==> config.mk <==
export PLATFORM = sky130hd
export DESIGN_NAME = rf_wb_arbiter
export DESIGN_NICKNAME = d
export VERILOG_FILES = /design/src/rtl/rf_wb_arbiter.sv
export SDC_FILE = /design/constraint.sdc
export NUM_CORES = 1
export LEC_CHECK = 0
export BUFFER_PORTS_ARGS = -buffer_cell sky130_fd_sc_hd__buf_2
export CAP_MARGIN = 30
export CORE_UTILIZATION = 44
export DETAILED_ROUTE_END_ITERATION = 10
export PLACE_DENSITY_LB_ADDON = 0.25
export REMOVE_ABC_BUFFERS = 1
export SLEW_MARGIN = 20
export SYNTH_ARGS = -nofsm -noshare
export SYNTH_HDL_FRONTEND = slang
export SYNTH_SLANG_ARGS = --single-unit
==> constraint.sdc <==
create_clock -name clk -period 1.6 [get_ports clk]
set_clock_uncertainty 0.2 [all_clocks]
set_input_delay 0.16 -clock clk [delete_from_list [all_inputs] [get_ports clk]]
set_output_delay 0.16 -clock clk [all_outputs]
set_load 0.05 [all_outputs]
==> src/rtl/rf_wb_arbiter.sv <==
// rf_wb_arbiter
// Shares the single write port of the 32x32 integer register file between
// two writeback requesters: requester 0 is the ALU, requester 1 is the
// load/store unit. The winning write is registered onto the register-file
// write port. A 32-bit busy scoreboard lets decode stall on source operands
// whose writeback has not landed yet.
//
// Ports
//   clk, reset               clock; synchronous active-high reset
//   wb0_valid/rd/data/ready  ALU writeback handshake
//   wb1_valid/rd/data/ready  load/store writeback handshake
//   iss_valid, iss_rd        issued instruction and its destination register
//   rs1, rs2                 decode-stage source operands
//   stall                    a source operand is still busy
//   rf_we, rf_rd, rf_wdata   registered register-file write port
module rf_wb_arbiter #(
  parameter int NREQ = 2,
  parameter int XLEN = 32
) (
  input  logic            clk,
  input  logic            reset,
  input  logic            wb0_valid,
  input  logic [4:0]      wb0_rd,
  input  logic [XLEN-1:0] wb0_data,
  output logic            wb0_ready,
  input  logic            wb1_valid,
  input  logic [4:0]      wb1_rd,
  input  logic [XLEN-1:0] wb1_data,
  output logic            wb1_ready,
  input  logic            iss_valid,
  input  logic [4:0]      iss_rd,
  input  logic [4:0]      rs1,
  input  logic [4:0]      rs2,
  output logic            stall,
  output logic            rf_we,
  output logic [4:0]      rf_rd,
  output logic [XLEN-1:0] rf_wdata
);

  localparam int IDXW = $clog2(NREQ);

  logic [IDXW-1:0] last;
  logic            grant;
  logic [IDXW-1:0] gnt_idx;
  logic [4:0]      gnt_rd;
  logic [XLEN-1:0] gnt_data;
  logic [31:0]     busy;
  logic [31:0]     busy_next;

  // Round-robin grant. With both requesters valid, the one that did not win
  // last time goes; a lone requester always goes. Readies are forced low
  // while reset is asserted so nothing is accepted during a flush.
  always_comb begin
    wb0_ready = 1'b0;
    wb1_ready = 1'b0;
    if (!reset) begin
      if (wb0_valid && wb1_valid) begin
        if (last == IDXW'(1)) wb0_ready = 1'b1;
        else                  wb1_ready = 1'b1;
      end else begin
        wb0_ready = wb0_valid;
        wb1_ready = wb1_valid;
      end
    end
  end

  // Mux the granted request. Readies are one-hot, so requester 1's ready
  // alone selects between the two sources.
  always_comb begin
    grant    = wb0_ready | wb1_ready;
    gnt_idx  = IDXW'(wb1_ready);
    gnt_rd   = wb1_ready ? wb1_rd   : wb0_rd;
    gnt_data = wb1_ready ? wb1_data : wb0_data;
  end

  // Scoreboard next state. The clear uses the registered write port, so a
  // register stops being busy at the same edge the register file captures
  // it. The set is applied after the clear so a newer in-flight producer of
  // the same register keeps it busy. Entry 0 never becomes busy.
  always_comb begin
    busy_next = busy;
    if (rf_we) busy_next[rf_rd] = 1'b0;
    if (iss_valid && iss_rd != 5'd0) busy_next[iss_rd] = 1'b1;
    busy_next[0] = 1'b0;
  end

  // Decode stalls while either non-zero source operand is still in flight.
  always_comb begin
    stall = (rs1 != 5'd0 && busy[rs1]) || (rs2 != 5'd0 && busy[rs2]);
  end

  // Output register, arbitration history and scoreboard. A write to x0 is
  // accepted but never enables the register file, keeping x0 at zero.
  always_ff @(posedge clk) begin
    if (reset) begin
      last     <= IDXW'(1);
      rf_we    <= 1'b0;
      rf_rd    <= 5'd0;
      rf_wdata <= '0;
      busy     <= 32'd0;
    end else begin
      rf_we <= grant && (gnt_rd != 5'd0);
      if (grant) begin
        last     <= gnt_idx;
        rf_rd    <= gnt_rd;
        rf_wdata <= gnt_data;
      end
      busy <= busy_next;
    end
  end

endmodule

# == Word level (Yosys, flattened, before mapping) ==
# Index checks and enable logic that the tools add are counted.
# totals
mem_bits_ro,0
ramBits,0
regBits,71
n_memories,0
latchBits,0
# classes
bitwise,4
reduce_logical,12
addsub,0
n_shift,0
mux,18
n_lt_le_gt_ge,6
eq_ne,0
mul,0
div_mod_pow,0
# op_table
operator,n
$mux 32,3
$and 32x32->32,1
$not 32->32,1
$or 32x32->32,1
$lt 5x6->1 const B,4
$reduce_bool 5->1,4
$bmux 1 s5,2
$demux 1 s5,2
$ge 5x1->1 const B,2
$mux 1,10
$logic_and 1x1->1,7
$mux 5,1
$logic_or 1x1->1,1
$or 1x1->1,1

# == Depth between registers and ports, before layout ==
# logic_depth
ltp_word,9
ltp_mapped,7

# == Worst setup path after synthesis ==
# No wires, ideal clock.
# synth_timing
path_type,input to output
startpoint,input port rs1[0]
endpoint,output port stall
path_stages,6
path_buffers,1
t_required_ps,1240
arrival_ps,1697
path_slack_ps,-457
path_cell_list,buf_2 -> mux4_2 -> mux2i_1 -> o22ai_1 -> a211oi_1 -> nand4_1
# synth_between
elab_chain_cells,4
# synth_lines
item,line,rtl
from (decl),32,"input logic [4:0] rs1,"
$bmux 1 s5,89,stall = (rs1 != 5'd0 && busy[rs1]) || (rs2 != 5'd0 && busy[rs2]);
$mux 1 (not written as such),89,
$logic_and 1x1->1 (*),89,
$logic_or 1x1->1 (*),89,
to (decl),34,"output logic stall,"
# Every way passes the cells marked *; elsewhere a longest branch is shown, timed or not. The select of a mux whose other input is x is not followed.

# == Worst setup path after layout ==
# layout_timing
startpoint,register busy[9]
endpoint,output port stall
# layout_between
elab_chain_cells,4
# layout_lines
item,line,rtl
from (decl),47,logic [31:0] busy;
from (signal assigned),108,busy <= busy_next;
$bmux 1 s5,89,
$mux 1 (not written as such),89,
$logic_and 1x1->1,89,
$logic_or 1x1->1 (*),89,
# Marks and branches as above.

==> summary by stage <==
Run status
The flow ran to the end, but the final reports show violations. The checks that failed: setup timing.

Clock network
The clock reaches the later pin of the worst-skew pair after about 0.35 ns. The clock drives 70 sinks. The depth of the CTS H-tree is 3.

The number of buffers created by CTS is 9. After clock tree synthesis, the clock-pin slew on the worst setup and hold paths is around 0.08 ns. The number of buffers on the longest clock path is 2. The buffer type at the clock tree root is sky130_fd_sc_hd__clkbuf_8. TritonCTS built the clock tree.

Setup path
The worst setup slack for register-to-register paths is -0.13 ns. The highest net fanout along the worst path is 3. The worst setup path is of the register to primary output kind. STA classifies the critical path endpoint as a primary output. The worst endpoint required time is 1.24 ns. The worst reg2reg path endpoint is rf_wdata[21]. The critical register-to-register path startpoint is last.

In this run the worst setup path begins at busy[9]. For the worst setup path, the data arrival time is ~1.9 ns. Counting cells, the worst reg-to-reg path comes to 7.

The type of origin of the critical path is a register.

Synth
After synthesis the netlist holds a flip-flop and latch count of 70. The share of synthesized area in the top cell type comes to roughly two fifths. The per-instance average area after synthesis is 8.61 um2. The netlist uses 41 different library cells. The number of enable-type register cells in the synthesized netlist is 0. Of all flip-flops after synthesis, the portion carrying an async set or reset was 0%.

The count of yosys warnings during synthesis is 0. The mapped netlist covers around 3400 um2. By area the synthesized netlist is led by sky130_fd_sc_hd__dfxtp_1 (41%), sky130_fd_sc_hd__a21oi_1 (9.3%), sky130_fd_sc_hd__nand2_1 (8.1%). The count of mapped cells out of synthesis is 394. The commonest register cell after synthesis is sky130_fd_sc_hd__dfxtp_1. The biggest area contributor in the post-synthesis netlist is sky130_fd_sc_hd__dfxtp_1.

By instance count, the leading cell after synthesis is sky130_fd_sc_hd__nand2_1. The portion of the post-synthesis area used by sequential elements is 41.3%. After synthesis, the most frequently instantiated cells are sky130_fd_sc_hd__nand2_1 (73), sky130_fd_sc_hd__dfxtp_1 (70), sky130_fd_sc_hd__a21oi_1 (63).

Placed design
Buffers placed on the I/O ports in this run total 134. The worst slack at placement is -0.416 ns. The placed instances occupy a cell area of about 4300 um2. The number of cells after detailed placement is 630. After legalization and detailed placement, the total HPWL measured ~7.6 mm. At the end of routability-driven placement, the weighted congestion stood at about 0.9.

Detailed routing
The total wirelength of the detailed-routed design is between 15 and 20 mm. The count of nets left with antenna violations once routing finished came out at 0. The number of vias in the routed layout is roughly 4.7k. In the routed layout, each cell is associated on average with a via count of about 6.4. The number of detailed-route iterations in the first pass is 9. The average routed wire per standard cell is between 20 and 25 um. The number of violations reported at the end of detailed-routing iteration 0 is approximately 660. The DRC violation count after routing is 0.

Cells and area
The multi-input logic area is between 2000 and 2500 um2. The ratio of cells with drive above 1 in the final layout is 44.5%. The net count of the finished layout is roughly 700.

The area of all sequential standard cells is around 1400 um2. The area growth from synthesis to layout is 72.5%. Excluding fillers, the count of instances in the completed layout stands at approximately 730. After routing the design area is 5850 um2.

The layout filler cell count is between 300 and 400.

Floorplanning
The effective utilization at floorplan is around 46%. The total area inside the core boundary comes to roughly 7400 um2. The die area is between 8000 and 9000 um2.

The die is between 80 and 90 um tall. The width of the die is roughly 90 um. The number of core rows is 31. The top-level port count is between 100 and 150.

Timing
Dividing the final minimum period by the clock period gives 140%. The final hold violation count was 0. The count of final setup violators is 44. The final worst setup slack is -0.643 ns. The worst pin sits at a relative slew slack of between 50% and 60%.

The final count of pins violating max slew is 0. The worst-margin pin slew is between 0.6 and 0.7 ns. For the finished layout, the period the worst path requires is about 2.2 ns.

Static timing analysis puts the maximum clock frequency at 446 MHz. Setup repair after global routing could not meet its margin everywhere. The worst hold margin is approximately 0.021 ns.

Hold path
The worst hold path terminates at rf_rd[4]. The startpoint identified for the worst hold timing path is wb1_valid. The tightest min-delay check is of the input pin to register type. The worst hold path was traced through 3 stages.

Power
The analysis attributes to cell leakage a power of between 0.002 and 0.0025 uW. Across the VDD grid, the largest voltage drop is 663 uV. Power spread over the standard cell area amounts to 855 nW/um2. The sum of internal, switching and leakage power is 5000 uW.

Global routing
The first global-routing pass estimated approximately 22 mm of wire. The overall global routing resource usage is approximately a third. The maximum number of pins on one net before global-route repair is 42. The via count of the first global-routing pass is 4331. The remaining global-route overflow is 0. The number of antenna violations at the first check in global routing is 1.

Job
The number of max-cap violations is 0.
==> worst max-delay path, stage by stage (launching register included) <==
cell and delay (ns):
sky130_fd_sc_hd__dfxtp_2 0.33, sky130_fd_sc_hd__mux4_2 0.45, sky130_fd_sc_hd__or3b_1 0.36, sky130_fd_sc_hd__o211ai_1 0.09, sky130_fd_sc_hd__nand4_1 0.13, sky130_fd_sc_hd__buf_6 0.18
==> per-layer routing <==
metal / global-route usage [%] / wire [um]
met1: 39.6 / 6140
met2: 58.5 / 7710
met3: 7.70 / 2030
met4: 17.6 / 1500
met5: 0 / 0
==> stage by stage <==
stage / util (%) / TNS (ns)
2_1_floorplan: - / -80.75
5_1_grt: 79.4 / -4.59
6_report: 79.4 / -3.90
3_5_place_dp: 58.6 / -0.511
4_1_cts: 72.6 / -0.709
3_3_place_gp: 58.6 / -0.374
==> sequential cells by signal (all words and copies together), names as in the netlist <==
name,count
rf_wdata,32
busy,31
rf_rd,5
rf_we,1
last,1
==> area by class of cell <==
type	instances	area share, %
Antenna cell	2	0.0855
Clock buffer	11	2.42
Clock inverter	5	1.41
Inverter	2	0.128
Multi-Input combinational cell	292	37.7
Sequential cell	70	24.1
Tap cell	99	2.12
Timing Repair Buffer	251	32.0
==> kinds of logic (layout without fill, tap and decap cells) <==
logic type / after synthesis / in the layout / share of synthesized area (%)
flip-flops: 70 / 70 / 41.3
buffers and inverters: 32 / 269 / 4.31
other: 0 / 2 / 0
AND/OR/NAND/NOR: 122 / 122 / 17.4
multiplexers: 24 / 24 / 11.6
AO/OA/AOI/OAI: 146 / 146 / 25.3
==> worst max-delay path by stage <==
| stage | to | slack [ns] | depth (start not counted) |
|---|---|---|---|
| global route | stall | -0.75 | 6 |
| detailed placement | stall | -0.42 | 6 |
| CTS | stall | -0.65 | 5 |
| global placement | stall | -0.37 | 6 |
| floorplan | rf_wdata[0] | -2.18 | 5 |
| finish | stall | -0.64 | 5 |
==> layout by cell type (no fill, tap or decap), types with 3 or more instances in the layout <==
cell	Yosys	final
sky130_fd_sc_hd__a22oi_2	0	8
sky130_fd_sc_hd__buf_12	0	3
sky130_fd_sc_hd__and3b_1	3	3
sky130_fd_sc_hd__buf_2	8	129
sky130_fd_sc_hd__buf_4	0	30
sky130_fd_sc_hd__mux2i_1	9	7
sky130_fd_sc_hd__a21oi_1	63	34
sky130_fd_sc_hd__or3b_1	3	3
sky130_fd_sc_hd__dfxtp_2	0	4
sky130_fd_sc_hd__clkinvlp_4	0	3
sky130_fd_sc_hd__nand2_4	0	16
sky130_fd_sc_hd__nand2_2	0	11
sky130_fd_sc_hd__dfxtp_1	70	65
sky130_fd_sc_hd__nand3b_1	5	5
sky130_fd_sc_hd__a211oi_1	7	5
sky130_fd_sc_hd__nor3b_1	6	6
sky130_fd_sc_hd__nand2b_1	3	3
sky130_fd_sc_hd__mux4_1	3	3
sky130_fd_sc_hd__buf_6	2	5
sky130_fd_sc_hd__buf_8	0	4
sky130_fd_sc_hd__mux2_2	4	4
sky130_fd_sc_hd__nor2_1	11	9
sky130_fd_sc_hd__nand2_1	73	46
sky130_fd_sc_hd__a22oi_1	32	24
sky130_fd_sc_hd__clkbuf_8	0	10
sky130_fd_sc_hd__o21ai_0	34	32
sky130_fd_sc_hd__mux4_2	8	8
sky130_fd_sc_hd__a21oi_2	0	28
sky130_fd_sc_hd__dlygate4sd3_1	0	76
==> what timing repair did <==
action                                  in CTS  in global routing
pin swaps                                    1                 56
endpoints found under the setup margin      28                 43
buffers inserted                             2                  3
hold endpoints to repair                    39                  0
hold buffers                                76                  0
cloned                                       0                  3
gates resized for setup                     14                109
==> where the power goes <==
part / switching [uW] / internal, uW / leakage (uW)
registers: 98.6 / 1830 / 0.000575
logic: 854 / 565 / 0.00179
clock network: 736 / 921 / 0.000102
No activity file was read; power rests on OpenSTA's default activity.
